[src/rtl/led_event_blinker_pkg.sv]
// Shared definitions for the LED blinker and later LED/display blocks.
//   blink_state_e : IDLE / ON / OFF phase encoding
//   max_u         : larger of two unsigned values, for parameter sizing
//   timer_width   : bits needed to hold values 0..n-1, at least 1
package led_event_blinker_pkg;

  typedef enum logic [1:0] {
    StIdle = 2'd0,
    StOn   = 2'd1,
    StOff  = 2'd2
  } blink_state_e;

  function automatic int unsigned max_u(input int unsigned a, input int unsigned b);
    return (a > b) ? a : b;
  endfunction

  function automatic int unsigned timer_width(input int unsigned n);
    return max_u(1, $clog2(n));
  endfunction

endpackage

[src/rtl/led_event_blinker_cycle_timer.sv]
// Loadable down-counter that stops at zero.
//   clk, rst_n : clock, asynchronous active-low reset
//   load       : load load_val this cycle (wins over counting)
//   load_val   : value loaded on load
//   en         : count down by one per cycle while non-zero
//   zero       : count is currently zero
module led_event_blinker_cycle_timer #(
  parameter int unsigned Width = 8
) (
  input  logic             clk,
  input  logic             rst_n,
  input  logic             load,
  input  logic [Width-1:0] load_val,
  input  logic             en,
  output logic             zero
);

  localparam logic [Width-1:0] One = Width'(1);

  logic [Width-1:0] count_q;

  always_ff @(posedge clk or negedge rst_n) begin
    if (!rst_n) begin
      count_q <= '0;
    end else if (load) begin
      count_q <= load_val;
    end else if (en && !zero) begin
      count_q <= count_q - One;
    end
  end

  assign zero = (count_q == '0);

endmodule

[src/rtl/led_event_blinker.sv]
// Turns single-cycle event strobes into visible LED blinks: one ON period then
// one OFF gap per accepted event. Events arriving mid-blink are queued in a
// saturating counter so bursts appear as a countable train of blinks.
//   clk, rst_n : clock, asynchronous active-low reset
//   evt        : event strobe, each high cycle is one event
//   led        : LED drive (registered)
//   busy       : high while not idle (registered)
//   pending    : queued, not yet started blinks (registered)
//   drop       : one-cycle pulse, an event was discarded on a full queue
module led_event_blinker
  import led_event_blinker_pkg::*;
#(
  parameter int unsigned ON_CYCLES  = 1250000,
  parameter int unsigned OFF_CYCLES = 1250000,
  parameter int unsigned PEND_MAX   = 15
) (
  input  logic                          clk,
  input  logic                          rst_n,
  input  logic                          evt,
  output logic                          led,
  output logic                          busy,
  output logic [$clog2(PEND_MAX+1)-1:0] pending,
  output logic                          drop
);

  localparam int unsigned TimerW = timer_width(max_u(ON_CYCLES, OFF_CYCLES));
  localparam int unsigned PendW  = $clog2(PEND_MAX + 1);

  localparam logic [TimerW-1:0] OnLoad  = TimerW'(ON_CYCLES - 1);
  localparam logic [TimerW-1:0] OffLoad = TimerW'(OFF_CYCLES - 1);
  localparam logic [PendW-1:0]  PendMax = PendW'(PEND_MAX);
  localparam logic [PendW-1:0]  PendOne = PendW'(1);

  blink_state_e      state_q, state_d;
  logic [PendW-1:0]  pend_q, pend_d;
  logic              drop_q, drop_d;
  logic              led_q, busy_q;

  logic              tmr_load;
  logic [TimerW-1:0] tmr_load_val;
  logic              tmr_zero;
  logic              queue_evt;

  led_event_blinker_cycle_timer #(
    .Width (TimerW)
  ) u_timer (
    .clk      (clk),
    .rst_n    (rst_n),
    .load     (tmr_load),
    .load_val (tmr_load_val),
    .en       (state_q != StIdle),
    .zero     (tmr_zero)
  );

  always_comb begin
    state_d      = state_q;
    pend_d       = pend_q;
    drop_d       = 1'b0;
    tmr_load     = 1'b0;
    tmr_load_val = OnLoad;
    queue_evt    = 1'b0;

    unique case (state_q)
      StIdle: begin
        if (evt) begin
          state_d  = StOn;
          tmr_load = 1'b1;
        end
      end
      StOn: begin
        queue_evt = evt;
        if (tmr_zero) begin
          state_d      = StOff;
          tmr_load     = 1'b1;
          tmr_load_val = OffLoad;
        end
      end
      StOff: begin
        if (tmr_zero) begin
          // Last OFF cycle: a simultaneous event is consumed directly by the
          // restart, so the queue never grows here and nothing is dropped.
          if ((pend_q != '0) || evt) begin
            state_d  = StOn;
            tmr_load = 1'b1;
            if (!evt) begin
              pend_d = pend_q - PendOne;
            end
          end else begin
            state_d = StIdle;
          end
        end else begin
          queue_evt = evt;
        end
      end
      default: begin
        state_d = StIdle;
      end
    endcase

    if (queue_evt) begin
      if (pend_q < PendMax) begin
        pend_d = pend_q + PendOne;
      end else begin
        drop_d = 1'b1;
      end
    end
  end

  always_ff @(posedge clk or negedge rst_n) begin
    if (!rst_n) begin
      state_q <= StIdle;
      pend_q  <= '0;
      drop_q  <= 1'b0;
      led_q   <= 1'b0;
      busy_q  <= 1'b0;
    end else begin
      state_q <= state_d;
      pend_q  <= pend_d;
      drop_q  <= drop_d;
      led_q   <= (state_d == StOn);
      busy_q  <= (state_d != StIdle);
    end
  end

  assign led     = led_q;
  assign busy    = busy_q;
  assign pending = pend_q;
  assign drop    = drop_q;

endmodule

[config.mk]
export PLATFORM = sky130hd
export DESIGN_NAME = led_event_blinker
export DESIGN_NICKNAME = d
export VERILOG_FILES = /design/src/rtl/led_event_blinker_pkg.sv /design/src/rtl/led_event_blinker_cycle_timer.sv /design/src/rtl/led_event_blinker.sv
export SDC_FILE = /design/constraint.sdc
export NUM_CORES = 1
export LEC_CHECK = 0
export CELL_PAD_IN_SITES_DETAIL_PLACEMENT = 1
export CELL_PAD_IN_SITES_GLOBAL_PLACEMENT = 2
export CORE_MARGIN = 4
export CORE_UTILIZATION = 40
export CTS_BUF_LIST = sky130_fd_sc_hd__clkbuf_8
export DETAILED_ROUTE_END_ITERATION = 10
export GPL_TIMING_DRIVEN = 0
export PLACE_DENSITY = 0.84
export SLEW_MARGIN = 20
export SYNTH_ARGS = -nofsm -noshare
export SYNTH_HDL_FRONTEND = slang
export SYNTH_SLANG_ARGS = --single-unit
[constraint.sdc]
create_clock -name clk -period 2.52 [get_ports clk]
set_clock_uncertainty 0.2 [all_clocks]
set_input_delay 0.252 -clock clk [delete_from_list [all_inputs] [get_ports clk]]
set_output_delay 0.252 -clock clk [all_outputs]
set_load 0.005 [all_outputs]
---- After elaboration in Yosys (flattened, before gate mapping) ----
Index checks and enable logic that the tools add are counted.
W data, S select, Z words.
word-level totals
  flip-flop bits (word level) ............. 30
  input port bits ......................... 3
  output and inout port bits .............. 7
operators by class
  add/sub/neg operators ................... 3
  order comparisons ....................... 1
  eq/ne operators ......................... 3
  muxes and demuxes ....................... 22
  reductions and logical operators ........ 9
operator list
  kind                     number
  $mux W21                 2
  $mux W4                  6
  $logic_not A21 Y1        1
  $sub A21 B1 Y21 const B  1
  $mux W1                  8
  $mux W2                  3
  $pmux W2 S3              1
  $reduce_bool A2 Y1       3
  $add A4 B1 Y4 const B    1
  $eq A2 B1 Y1 const B     2
  $lt A4 B4 Y1 const B     1
  $reduce_bool A4 Y1       1
  $sub A4 B1 Y4 const B    1
  $pmux W1 S3              1
  $eq A2 B2 Y1 const B     1
  $logic_not A2 Y1         1
  $pmux W1 S2              1
  $logic_and A1 B1 Y1      1
  $logic_not A1 Y1         1
  $logic_or A1 B1 Y1       1

---- Longest topological paths before layout ----
  depth in word-level cells ............... 7
  mapped depth ............................ 9
  depth with buffers taken out ............ 7

---- By module ----
A second synthesis with hierarchy kept.
second synthesis, totals
  cell total of the unflattened synthesis .. 210
  area, all modules ....................... 1994.4 µm²
by module, submodules not included
  module                         instances  cells each  area each (µm²)  seq. area each (µm²)
  led_event_blinker_cycle_timer  1          146         1337.5           525.5
  led_event_blinker              1          64          656.9            225.2

---- Least setup slack after synthesis ----
OpenSTA, ideal clock, no wires.
  path type ............................... register -> register
  start ................................... register u_timer.count_q[0]
  end ..................................... register pend_q[1] (netlist: pending[1])
  setup time .............................. 0.125 ns
  arrival ................................. 1.931 ns
  setup slack ............................. 0.264 ns
  stages on the path, launching flop included .. 9
  path buffers ............................ 1
  clock period less this slack ............ 2.256 ns
  cells stage by stage .................... dfrtp_1 > inv_1 > ha_1 > nor4b_2 > nand2_1 > clkbuf_1 > o311a_4 > o21bai_1 > mux2_4
on the way
  longest elaborated chain between the ends .. 5
ends and longest elaborated chain
  element                   line                                 text
  start: declaration        led_event_blinker_cycle_timer.sv:20  logic [Width-1:0] count_q;
  start signal: assignment  led_event_blinker_cycle_timer.sv:26  count_q <= load_val;
  start signal: assignment  led_event_blinker_cycle_timer.sv:28  count_q <= count_q - One;
  $logic_not A21 Y1 (*)     led_event_blinker_cycle_timer.sv:32  assign zero = (count_q == '0);
  $mux W4                   led_event_blinker.sv:79              if (tmr_zero) begin
  $mux W4                   led_event_blinker.sv:63              unique case (state_q)
  $mux W4                   led_event_blinker.sv:101             if (pend_q < PendMax) begin
  $mux W4 (*)               led_event_blinker.sv:100             if (queue_evt) begin
  named net pend_d[1]       led_event_blinker.sv:35              logic [PendW-1:0] pend_q, pend_d;
  end signal: assignment    led_event_blinker.sv:118             pend_q <= pend_d;
  end: declaration          led_event_blinker.sv:35
The timed path passes the listed nets; every way through them passes the cells marked *.
A chain may end at the register's enable or synchronous reset.

---- Worst setup path in the final report ----
  start ................................... register u_timer.count_q[11]
  end ..................................... register pend_q[1] (netlist: pending[1])
The elaborated chain is that of the path after synthesis.

==> results by group <==
Status
  – Outcome: finished, final reports clean

Layout
  – Final Instance Count excl. Fillers: around 260
  – Ant. Diodes: 0
  – # nets final: 220
  – Area delta synth->final: 17.3%
  – Share of cells above drive strength 1: 0.167

Flow run
  – Number of max-cap violations: 0

Route
  – Initial DRC count: 66
  – Via/cell ratio: 5.98
  – Antenna Violating Nets Remaining: 0
  – Residual DRC: 0
  – Routed WL: 4.82 mm
  – M1 WL: 2.11 mm
  – Drt first pass iters: 4
  – Wire per inst: 18.5 um
  – DR top layer: met4
  – WL met3: 149 um
  – Via Count: ~1,600
  – Met2 wire length: 2.53 mm

Power
  – PwrDens: 777 nW/um^2
  – Worst vdd ir: just under 0.5 mV
  – Static leakage: 0.855 nW

GRT
  – All-layer global routing usage: 0.179
  – Vias in the first global route: approximately 1,700
  – Largest net degree at the start of global routing: 31
  – First-pass GRT wire length: around 8.6 mm
  – Total grt overflow: 0
  – Initial antenna violation count: 0

Clocking
  – Clock root buffer: clkbuf_8
  – Worst skew pair latency: about 0.28 ns
  – Clock slew at reported path FFs: about 0.060 ns
  – CTS max path bufs: 2
  – Clock sinks: 30
  – H-tree depth: 2
  – CTS Buf Count: 5
  – CTS tree: yes

Setup path
  – Reg2reg path depth: 6
  – Total number of cells along the worst setup path: 6
  – Critical path's slowest cell: nor4_4
  – Crit-path max FO: 10
  – Critical path buffers and inverters: 1
  – Crit-path cells: nor4_4 > nand4b_2 > buf_6 > o311a_4 > o21bai_1 > mux2_4
  – WS Path Type: reg2reg
  – CP required: 2.49 ns
  – CP top delay family: simple AND/OR/NAND/NOR gates
  – CP peak stage delay: 0.54 ns
  – Startpoint types: flop
  – Setup crit end kind: flop
  – Critical Path AT: 2.44 ns

Logic synthesis
  – Top cells by area, synth: dfrtp_1 (40%), ha_1 (5.3%), o21ai_0 (3.5%), xnor2_1 (3.3%), nor2_1 (3.2%)
  – Top-count cell post-synth: dfrtp_1
  – FFs w/ async S/R, synth: 1.00
  – Yosys top cell area share: 0.399
  – #FFs+latches synth: 30
  – Seq/Total Area, Yosys: 0.399
  – Synthesized netlist cell count: 191
  – Post-synth EDFFs: 0
  – Unique masters post-synth: 51
  – Post-synth top cells: dfrtp_1 (30), nor2_1 (16), nand2_1 (13), o21ai_0 (13)
  – Synth Flop Type: dfrtp_1
  – Synthesized area: 1880 um^2
  – Yosys Warn Count: 0
  – Leading area contributor after synthesis: dfrtp_1
  – Syn Area/Cell: 9.84 um^2
  – Mapped Nets: 202

Timing
  – Worst-margin pin slew: between 0.6 and 0.7 ns
  – Slew HR: 0.537
  – Fmax: 405 MHz
  – Setup violators final: 0
  – Min Hold Slack: 0.352 ns
  – Fin crit period: 2.47 ns
  – Fin. max-slew vios: 0
  – Hold Vio Cnt, Final: 0
  – Crit share post-route: 0.980

Floorplanning
  – Core outline area: around 4400 um^2
  – Die Height: about 77 um
  – Row count: 24
  – Die width: about 77 um
  – Initial Util: 0.423
  – I/O pins: 10
  – Overall die area: 5860 um^2

Placed design
  – Placed cell count: 252
  – # port buffers: 9
  – Post-DP HPWL: 3.44 mm
  – Routability cong.: 0.836

Min path
  – Hold WC Path Type: in2async
## worst register-to-register path: cells and delay by family, from the launching register on
family	cells	cell delay [ns]
simple gates	2	0.74
compound gates	2	0.50
flops	1	0.48
mux	1	0.26
buf+inv	1	0.19
## power by group
part | internal [mW] | switching (mW) | total (mW)
Combinational | 0.326 | 0.310 | 0.636
Clock | 0.182 | 0.177 | 0.358
Sequential | 0.578 | 0.140 | 0.718
## area by class of cell
| class | count | area, um^2 |
|---|---|---|
| timing repair buffer | 12 | 110 |
| clock buffer | 5 | 68.8 |
| clock inverter | 2 | 7.51 |
| fill | 518 | 2240 |
| multi-input combinational | 145 | 1120 |
| inverter | 8 | 30.0 |
| buffer | 7 | 52.6 |
| tap | 52 | 65.1 |
| sequential | 30 | 753 |
## cells in the final DEF (no fill, tap or decap), drive strengths merged, types with 2 or more instances in the layout
cell,netlist,routed
dfrtp,30,30
nor2,18,18
o21ai,13,13
nand2,13,13
inv,8,10
nand3,9,9
a21oi,9,9
ha,8,8
clkdlybuf4s50,0,8
clkbuf,3,8
xnor2,7,7
buf,5,7
xor2,6,6
nor4,6,6
nor3,5,5
or3,4,4
o211ai,4,4
nor4b,4,4
nand2b,3,3
and3,3,3
nand4,3,3
nand4b,3,3
o31a,2,2
nor2b,2,2
o21bai,2,2
a311oi,2,2
mux2,2,2
or4,2,2
o31ai,2,2
## final timing paths
path,startpoint,end,slack [ns]
max in group asynchronous,rst_n,state_q[1]$_DFF_PN0_,1.28
hold / removal,rst_n,u_timer.count_q[12]$_DFFE_PN0P_,0.35
min in group clk,u_timer.count_q[19]$_DFFE_PN0P_,u_timer.count_q[19]$_DFFE_PN0P_,0.38
hold reg to reg,u_timer.count_q[19]$_DFFE_PN0P_,u_timer.count_q[19]$_DFFE_PN0P_,0.38
setup / recovery,u_timer.count_q[11]$_DFFE_PN0P_,pending[1]$_DFF_PN0_,0.05
setup reg to reg,u_timer.count_q[11]$_DFFE_PN0P_,pending[1]$_DFF_PN0_,0.05
## flip-flops by register name, indices dropped and copies added, names as in the netlist
signal,flops
busy,1
drop,1
u_timer.count_q,21
pending,4
state_q,2
led,1
## layer usage
layer  GRT usage  vias up
met3      0.0366        4
met2       0.308       24
li1            -      732
met4      0.0344        0
met1       0.232      801
met5           0        -
## cell families after synthesis
logic type / Yosys count / share of synthesized area
xor gates and xnor gates: 13 / 0.0606
muxes: 2 / 0.0140
buffers and inverters: 16 / 0.0399
adders and majority gates: 8 / 0.0533
and+or+nand+nor: 79 / 0.270
DFF: 30 / 0.399
AOI/OAI and AO/OA: 43 / 0.163
## stage by stage
stage / power, mW / setup TNS, ns / utilization / setup slack (ns) / cell area [um^2]
4_1_cts: 1.71 / -0.00384 / 0.480 / -0.00384 / 2130
3_5_place_dp: 1.33 / -1.38 / 0.457 / -0.240 / 2030
3_3_place_gp: 1.29 / -0.546 / 0.458 / -0.121 / 2030
6_report: 1.71 / 0 / 0.496 / 0.0494 / 2200
2_1_floorplan: 1.08 / 0 / - / 0.264 / 1880
5_1_grt: 1.86 / -0.0295 / 0.496 / -0.0214 / 2200
## timing repair
item | 4_1_cts | 5_1_grt
resized for setup | 4 | 15
endpoints found under the hold margin | 30 | 0
hold buffers | 1 | 0
setup endpoints to repair | 12 | 28
pin swaps | 1 | 2
setup buffers | 0 | 2
No activity file was read; power rests on OpenSTA's default activity.
